### src/rtl/fft_sample_sequencer.sv
// Store-side sequencer for the FFT: LOAD streams NUM_SAMPLES store words out on a valid/ready
// stream, STORE writes NUM_SAMPLES FFT results back into the store in order.
module fft_sample_sequencer #(
  parameter int DATA_W      = 16,
  parameter int ADDR_W      = 10,
  parameter int NUM_SAMPLES = 1024,
  parameter int BASE_ADDR   = 0
) (
  input  logic              clk,
  input  logic              rst,
  input  logic              start_load,
  input  logic              start_store,
  output logic              busy,
  output logic              done,
  output logic              st_read_enable,
  output logic              st_write_enable,
  output logic              st_start_write,
  output logic              st_end_write,
  output logic [ADDR_W-1:0] st_address,
  output logic [DATA_W-1:0] st_wdata,
  input  logic [DATA_W-1:0] st_rdata,
  output logic [DATA_W-1:0] smp_data,
  output logic              smp_valid,
  input  logic              smp_ready,
  output logic              smp_last,
  input  logic [DATA_W-1:0] res_data,
  input  logic              res_valid,
  output logic              res_ready
);

  typedef enum logic [2:0] {
    S_IDLE,
    S_LOAD,
    S_LOAD_DRAIN,
    S_WR_OPEN,
    S_WR_DATA,
    S_WR_CLOSE
  } state_t;

  localparam logic [ADDR_W-1:0] LAST_IDX = ADDR_W'(NUM_SAMPLES - 1);
  localparam logic [ADDR_W-1:0] BASE     = ADDR_W'(BASE_ADDR);

  state_t              state_q, state_d;
  logic [ADDR_W-1:0]   rd_cnt_q, rd_cnt_d;
  logic [ADDR_W-1:0]   wr_cnt_q, wr_cnt_d;
  logic [DATA_W-1:0]   smp_data_q, smp_data_d;
  logic                smp_valid_q, smp_valid_d;
  logic                smp_last_q, smp_last_d;
  logic                done_q, done_d;
  logic                smp_hs;

  assign smp_hs = smp_valid_q & smp_ready;

  always_comb begin
    state_d         = state_q;
    rd_cnt_d        = rd_cnt_q;
    wr_cnt_d        = wr_cnt_q;
    smp_data_d      = smp_data_q;
    smp_valid_d     = smp_valid_q;
    smp_last_d      = smp_last_q;
    done_d          = 1'b0;
    st_read_enable  = 1'b0;
    st_write_enable = 1'b0;
    st_start_write  = 1'b0;
    st_end_write    = 1'b0;
    st_address      = '0;
    st_wdata        = '0;
    res_ready       = 1'b0;

    case (state_q)
      S_IDLE: begin
        if (start_load) begin
          state_d  = S_LOAD;
          rd_cnt_d = '0;
        end else if (start_store) begin
          state_d  = S_WR_OPEN;
          wr_cnt_d = '0;
        end
      end
      S_LOAD: begin
        // A read is issued only when the output register is free or being emptied this cycle.
        if (!smp_valid_q || smp_ready) begin
          st_read_enable = 1'b1;
          st_address     = BASE + rd_cnt_q;
          smp_data_d     = st_rdata;
          smp_valid_d    = 1'b1;
          smp_last_d     = (rd_cnt_q == LAST_IDX);
          if (rd_cnt_q == LAST_IDX) begin
            state_d  = S_LOAD_DRAIN;
            rd_cnt_d = '0;
          end else begin
            rd_cnt_d = rd_cnt_q + ADDR_W'(1);
          end
        end
      end
      S_LOAD_DRAIN: begin
        // Only the final beat can be pending here.
        if (smp_hs) begin
          smp_valid_d = 1'b0;
          smp_last_d  = 1'b0;
          done_d      = 1'b1;
          state_d     = S_IDLE;
        end
      end
      S_WR_OPEN: begin
        st_start_write = 1'b1;
        state_d        = S_WR_DATA;
      end
      S_WR_DATA: begin
        res_ready = 1'b1;
        if (res_valid) begin
          st_write_enable = 1'b1;
          st_address      = BASE + wr_cnt_q;
          st_wdata        = res_data;
          if (wr_cnt_q == LAST_IDX) begin
            state_d  = S_WR_CLOSE;
            wr_cnt_d = '0;
          end else begin
            wr_cnt_d = wr_cnt_q + ADDR_W'(1);
          end
        end
      end
      S_WR_CLOSE: begin
        st_end_write = 1'b1;
        state_d      = S_IDLE;
      end
      default: state_d = S_IDLE;
    endcase
  end

  always_ff @(posedge clk) begin
    if (rst) begin
      state_q     <= S_IDLE;
      rd_cnt_q    <= '0;
      wr_cnt_q    <= '0;
      smp_data_q  <= '0;
      smp_valid_q <= 1'b0;
      smp_last_q  <= 1'b0;
      done_q      <= 1'b0;
    end else begin
      state_q     <= state_d;
      rd_cnt_q    <= rd_cnt_d;
      wr_cnt_q    <= wr_cnt_d;
      smp_data_q  <= smp_data_d;
      smp_valid_q <= smp_valid_d;
      smp_last_q  <= smp_last_d;
      done_q      <= done_d;
    end
  end

  // LOAD completion is flagged the cycle after the last handshake; STORE completes with end_write.
  assign done      = done_q | (state_q == S_WR_CLOSE);
  assign busy      = (state_q != S_IDLE);
  assign smp_data  = smp_data_q;
  assign smp_valid = smp_valid_q;
  assign smp_last  = smp_last_q;

endmodule

### config.mk
export PLATFORM = sky130hd
export DESIGN_NAME = fft_sample_sequencer
export DESIGN_NICKNAME = d
export VERILOG_FILES = /design/src/rtl/fft_sample_sequencer.sv
export SDC_FILE = /design/constraint.sdc
export NUM_CORES = 1
export LEC_CHECK = 0
export CAP_MARGIN = 20
export CORE_MARGIN = 4
export CORE_UTILIZATION = 39
export CTS_BUF_LIST = sky130_fd_sc_hd__clkbuf_16
export DETAILED_ROUTE_END_ITERATION = 6
export PLACE_DENSITY_LB_ADDON = 0.25
export SYNTH_ARGS = -nofsm -noshare
export SYNTH_HDL_FRONTEND = slang
export SYNTH_SLANG_ARGS = --single-unit
### constraint.sdc
create_clock -name clk -period 1.6 [get_ports clk]
set_input_delay 0.32 -clock clk [delete_from_list [all_inputs] [get_ports clk]]
set_output_delay 0.32 -clock clk [all_outputs]
set_load 0.02 [all_outputs]
# --- Word level (Yosys, flattened, before mapping) ---
# Index checks and enable logic that the tools add are counted.
word_totals:
  reg_bits: 42
  in_bits: 38
  output_inout_bits: 51
  elab_cells: 76
classes:
  add_sub_neg: 2
  eq_ne: 16
  mux: 35
  bitwise_logic: 3
  reduce_logical: 13
op_table:
  columns: ["cell", "n"]
  rows:
  - ["two-way mux 10 bit", 9]
  - ["case mux 10 bit (2 select lines)", 3]
  - ["two-way mux 16 bit", 2]
  - ["two-way mux 3 bit", 7]
  - ["adder 10 x 1 -> 10 bit, second input constant", 2]
  - ["== test 10 bit, second input constant", 2]
  - ["inequality test 2 bit, second input constant", 8]
  - ["case mux 3 bit (5 select lines)", 1]
  - ["two-way mux 1 bit", 11]
  - ["== test 3 x 2 -> 1 bit, second input constant", 2]
  - ["== test 3 bit, second input constant", 2]
  - ["AND reduction 3 bit", 2]
  - ["AND reduction 6 bit", 1]
  - ["nonzero test 2 bit", 3]
  - ["case mux 1 bit (2 select lines)", 2]
  - ["AND reduction 4 bit", 1]
  - ["== test 3 x 1 -> 1 bit, second input constant", 1]
  - ["logical NOT 3 bit", 1]
  - ["inequality test 3 bit, second input constant", 1]
  - ["nonzero test 3 bit", 1]
  - ["AND reduction 2 bit", 1]
  - ["OR reduction 2 bit", 1]
  - ["bitwise AND 1 bit", 1]
  - ["logical NOT 1 bit", 1]
  - ["other kinds (3)", 3]

# --- Logic depth before layout (Yosys ltp) ---
depth:
  depth_word: 4
  depth_mapped: 8
  ltp_nobuf: 5

# --- Worst setup path after synthesis ---
# OpenSTA, ideal clock, no wires.
synth_path:
  path_kind: "register to output"
  from: "reg smp_valid_q (netlist: smp_valid)"
  to: "out st_address[4]"
  arrival_ps: 1759
  required_ps: 1280
  setup_slack_ps: -479
  stages_incl_launch_ff: 6
  cell_sequence: "dfxtp_1 -> nor2b_1 -> or3_1 -> buf_2 -> clkbuf_1 -> o21ai_0"
synth_between:
  elab_chain_cells: 4
synth_rtl:
  columns: ["item", "line_no", "text"]
  rows:
  - ["start: declaration", "47", "logic smp_valid_q, smp_valid_d;"]
  - ["start signal: assignment", "145", "smp_valid_q <= smp_valid_d;"]
  - ["logical NOT 1 bit", "82", "if (!smp_valid_q || smp_ready) begin"]
  - ["logical OR 1 bit", "82", null]
  - ["two-way mux 10 bit", "82", null]
  - ["case mux 10 bit (2 select lines)", "70", "case (state_q)"]
  - ["end: declaration", "19", "output logic [ADDR_W-1:0] st_address,"]
# No other way between the ends.

# --- Worst setup path after layout ---
layout_path:
  from: "reg state_q[0]"
  to: "out st_wdata[8]"
layout_between:
  elab_chain_cells: 2
layout_rtl:
  columns: ["item", "line_no", "text"]
  rows:
  - ["start: declaration", "43", "state_t state_q, state_d;"]
  - ["start signal: assignment", "141", "state_q <= state_d;"]
  - ["== test 3 bit", "70", null]
  - ["two-way mux 16 bit", "70", null]
  - ["end: declaration", "20", "output logic [DATA_W-1:0] st_wdata,"]
# No other way between the ends.

==> load_flow_metrics.sql <==
INSERT INTO impl_metrics (metric_group, metric, value, unit) VALUES
('run_status', 'run_status', 'finished with violations', ''),
('run_status', 'failing_checks', 'setup timing', ''),
('final_layout', 'drive_gt1_share', '43.38', '%'),
('timing', 'finalMaxSlewViolations', '0', ''),
('clocking', 'worstSkewPairLatency', '290', 'ps'),
('worst_hold_path', 'hold_path.class', 'flop to flop', ''),
('die', 'io-pin-count', '89', ''),
('clocking', 'holdBufCountCts', '0', ''),
('clocking', 'clock-root-buffer', 'sky130_fd_sc_hd__clkbuf_16', ''),
('grt', 'grt_first_pass_wirelength', '12030', 'um'),
('timing', 'report.final.setup_viol', '51', ''),
('place', 'port_buffers', '88', ''),
('die', 'floorplan.die_area', '0.006895', 'sq mm'),
('synthesis', 'synth_area', '0.002196', 'sq mm'),
('detailed_routing', 'drt_pass1_iterations', '4', ''),
('timing', 'timing_worst_slew_pin_value', '367.2', 'ps'),
('clocking', 'clk_pin_slew_worst_paths', '60', 'ps'),
('clocking', 'cts_max_path_buffers', '2', ''),
('detailed_routing', 'dr_total_vias', '2603', ''),
('clocking', 'numCtsBuffers', '5', ''),
('setup_path', 'worstSetupPathType', 'flop to primary output', ''),
('grt', 'grt_antenna_before_repair', '0', ''),
('detailed_routing', 'mean_routed_wirelength_per_cell', '17.45', 'um'),
('power', 'total_power', '4.938', 'mW'),
('synthesis', 'synth_seq_cells', '42', ''),
('timing', 'fin_hold_ws', '450.9', 'ps'),
('setup_path', 'cp-start-kind', 'flop', ''),
('final_layout', 'register_area', '858.3', 'sq um'),
('power', 'cell_internal_pwr', '3.184', 'mW'),
('setup_path', 'crit_slowest_cell', 'sky130_fd_sc_hd__dfxtp_4', ''),
('synthesis', 'synth_largest_type_area_fraction', '38.29', '%'),
('synthesis', 'synth.top_cells.by_area', 'sky130_fd_sc_hd__dfxtp_1, sky130_fd_sc_hd__nand2_1, sky130_fd_sc_hd__a21oi_1, sky130_fd_sc_hd__and2_1, sky130_fd_sc_hd__a22o_1', ''),
('die', 'floorplan.initialDensity', '40.12', '%'),
('power', 'netSwitchingPower', '1.754', 'mW'),
('synthesis', 'syn-mean-instance-area', '8.381', 'sq um'),
('setup_path', 'cp_max_fo', '7', ''),
('timing', 'totalNegativeSetupSlack', '-9907', 'ps'),
('synthesis', 'synthArstFlopShare', '0', '%'),
('setup_path', 'timing.critical_path.to_type', 'primary output', ''),
('timing', 'hold_viol_final', '0', ''),
('power', 'p_seq_share', '26.7', '%'),
('power', 'comb_power_share', '51.7', '%'),
('timing', 'worst_clock_skew', '3.739', 'ps'),
('final_layout', 'syn2layout_area_growth', '91.97', '%'),
('power', 'p_leak', '1.763', 'nW'),
('synthesis', 'synth.distinct_cells', '49', ''),
('die', 'core_area', '0.005473', 'sq mm'),
('place', 'gpl.final_weighted_congestion', '0.8043', ''),
('timing', 'fmaxAchievable', '529.7', 'MHz'),
('timing', 'layout_worst_path_cycle_share', '118.0', '%'),
('detailed_routing', 'total_detailed_routing_wirelength', '8375', 'um'),
('timing', 'layout_setup_ws', '-287.9', 'ps'),
('setup_path', 'combined_buffer_and_inverter_count_along_the_critical_path', '3', ''),
('setup_path', 'path_delay_family', 'simple AND/OR/NAND/NOR gates', ''),
('clocking', 'htree_levels', '2', ''),
('synthesis', 'synth_top_cells_by_count', 'sky130_fd_sc_hd__dfxtp_1, sky130_fd_sc_hd__nand2_1, sky130_fd_sc_hd__a21oi_1', ''),
('setup_path', 'reg2reg_slack', '-170', 'ps'),
('timing', 'setup_repair_after_global_routing_missed_its_margin', 'true', ''),
('die', 'dieWidth', '83.04', 'um'),
('grt', 'grt_overflow_total', '0', ''),
('grt', 'grt_max_degree', '22', ''),
('synthesis', 'synth_nets', '302', ''),
('detailed_routing', 'avgViaCountPerCell', '5.423', ''),
('final_layout', 'antenna_cells_inserted', '0', ''),
('flow_run', 'maxCapViolations', '0', ''),
('synthesis', 'synthCells', '262', ''),
('power', 'ir_worst_vdd', '0.9831', 'mV'),
('power', 'relative_contribution_of_the_clock_network_to_total_power', '21.7', '%'),
('setup_path', 'worst_path_largest_cell_delay', '370', 'ps'),
('final_layout', 'multi_input_area', '0.001529', 'sq mm'),
('power', 'netSwitchingFraction', '35.53', '%');
==> power groups by stage <==
stage	Sequential (mW)	Clock [mW]	Combinational, mW
6_report	1.32	1.07	2.55
5_1_grt	1.33	1.12	2.72
4_1_cts	1.30	1.06	2.13
3_5_place_dp	1.31	0	1.98
3_3_place_gp	1.30	0	1.96
2_1_floorplan	1.42	0	1.00
==> per-stage QoR <==
step | std cells | area (sq um) | setup WS, ps
after floorplan | 262 | 2333 | -62.23
after global placement | 458 | 3587 | -904.6
after detailed placement | 458 | 3587 | -901.4
after CTS | 468 | 3930 | -265.7
after global routing | 480 | 4215 | -329.6
final | 480 | 4215 | -287.9
==> cell families (layout without fill, tap and decap cells) <==
logic type / after synthesis / in the layout / share of synthesized area, %
flip-flops: 42 / 42 / 38.29
buffers and inverters: 23 / 168 / 5.356
adder cells (fa/ha/maj): 2 / 2 / 1.139
AO/OA/AOI/OAI: 68 / 69 / 21.48
AND/OR/NAND/NOR: 114 / 114 / 28.32
multiplexers: 4 / 4 / 1.823
XOR/XNOR: 9 / 9 / 3.590
==> cell usage in the layout, fill, tap and decap left out, drive strengths merged, types with 2 or more instances in the layout <==
cell and count:
a21oi 26, a22o 10, a31oi 2, and2 19
and3 4, and4 5, buf 95, clkbuf 8
clkdlybuf4s50 50, dfxtp 42, dlygate4sd2 3, dlymetal6s2s 2
ha 2, inv 9, mux2i 4, nand2 42
nand3 2, nor2 16, nor2b 4, nor3 2
o2111ai 6, o211ai 5, o21ai 12, o31ai 3
or3 8, or4 3, xor2 8
==> routing by layer <==
layer  routed length [um]  GRT usage, %  vias to the layer above
li1                     -             -                     1232
met1                 3365         24.37                     1249
met2                 4292         38.70                      102
met3                  507         5.556                       20
met4                  209         6.092                        0
met5                    0             0                        -
==> flip-flops by register name, summed over array words and instances, names as in the netlist <==
register and flops:
smp_data 16, wr_cnt_q 10, smp_valid 1, smp_last 1, rd_cnt_q 10, state_q 3, done_q 1
==> timing repair <==
action,4_1_cts,5_1_grt
pin swaps,14,38
gates cloned,2,3
endpoints found under the setup margin,73,57
setup buffers,1,10
gates resized for setup,227,62
==> path summary, 6_finish.rpt <==
path,from,endpoint,cells after the start
min reg2reg,smp_data[5],smp_data[5],2
max reg2reg,state_q[1],state_q[1],8
min,smp_data[5],smp_data[5],2
max,state_q[0],st_wdata[8],6
==> worst min-delay path: cells and delay by family, from the launching register on <==
kind | cells | cell delay [ps]
AOI/OAI and AO/OA | 1 | 50
and+or+nand+nor | 1 | 50
DFF | 1 | 300
==> layout make-up <==
cell class	count	area share, %
Inverter	8	1.009
Clock inverter	2	0.1781
Clock buffer	6	3.562
Timing Repair Buffer	152	36.48
Sequential cell	42	20.36
Tap cell	72	2.137
Multi-Input combinational cell	198	36.27
No activity file was read; power rests on OpenSTA's default activity.
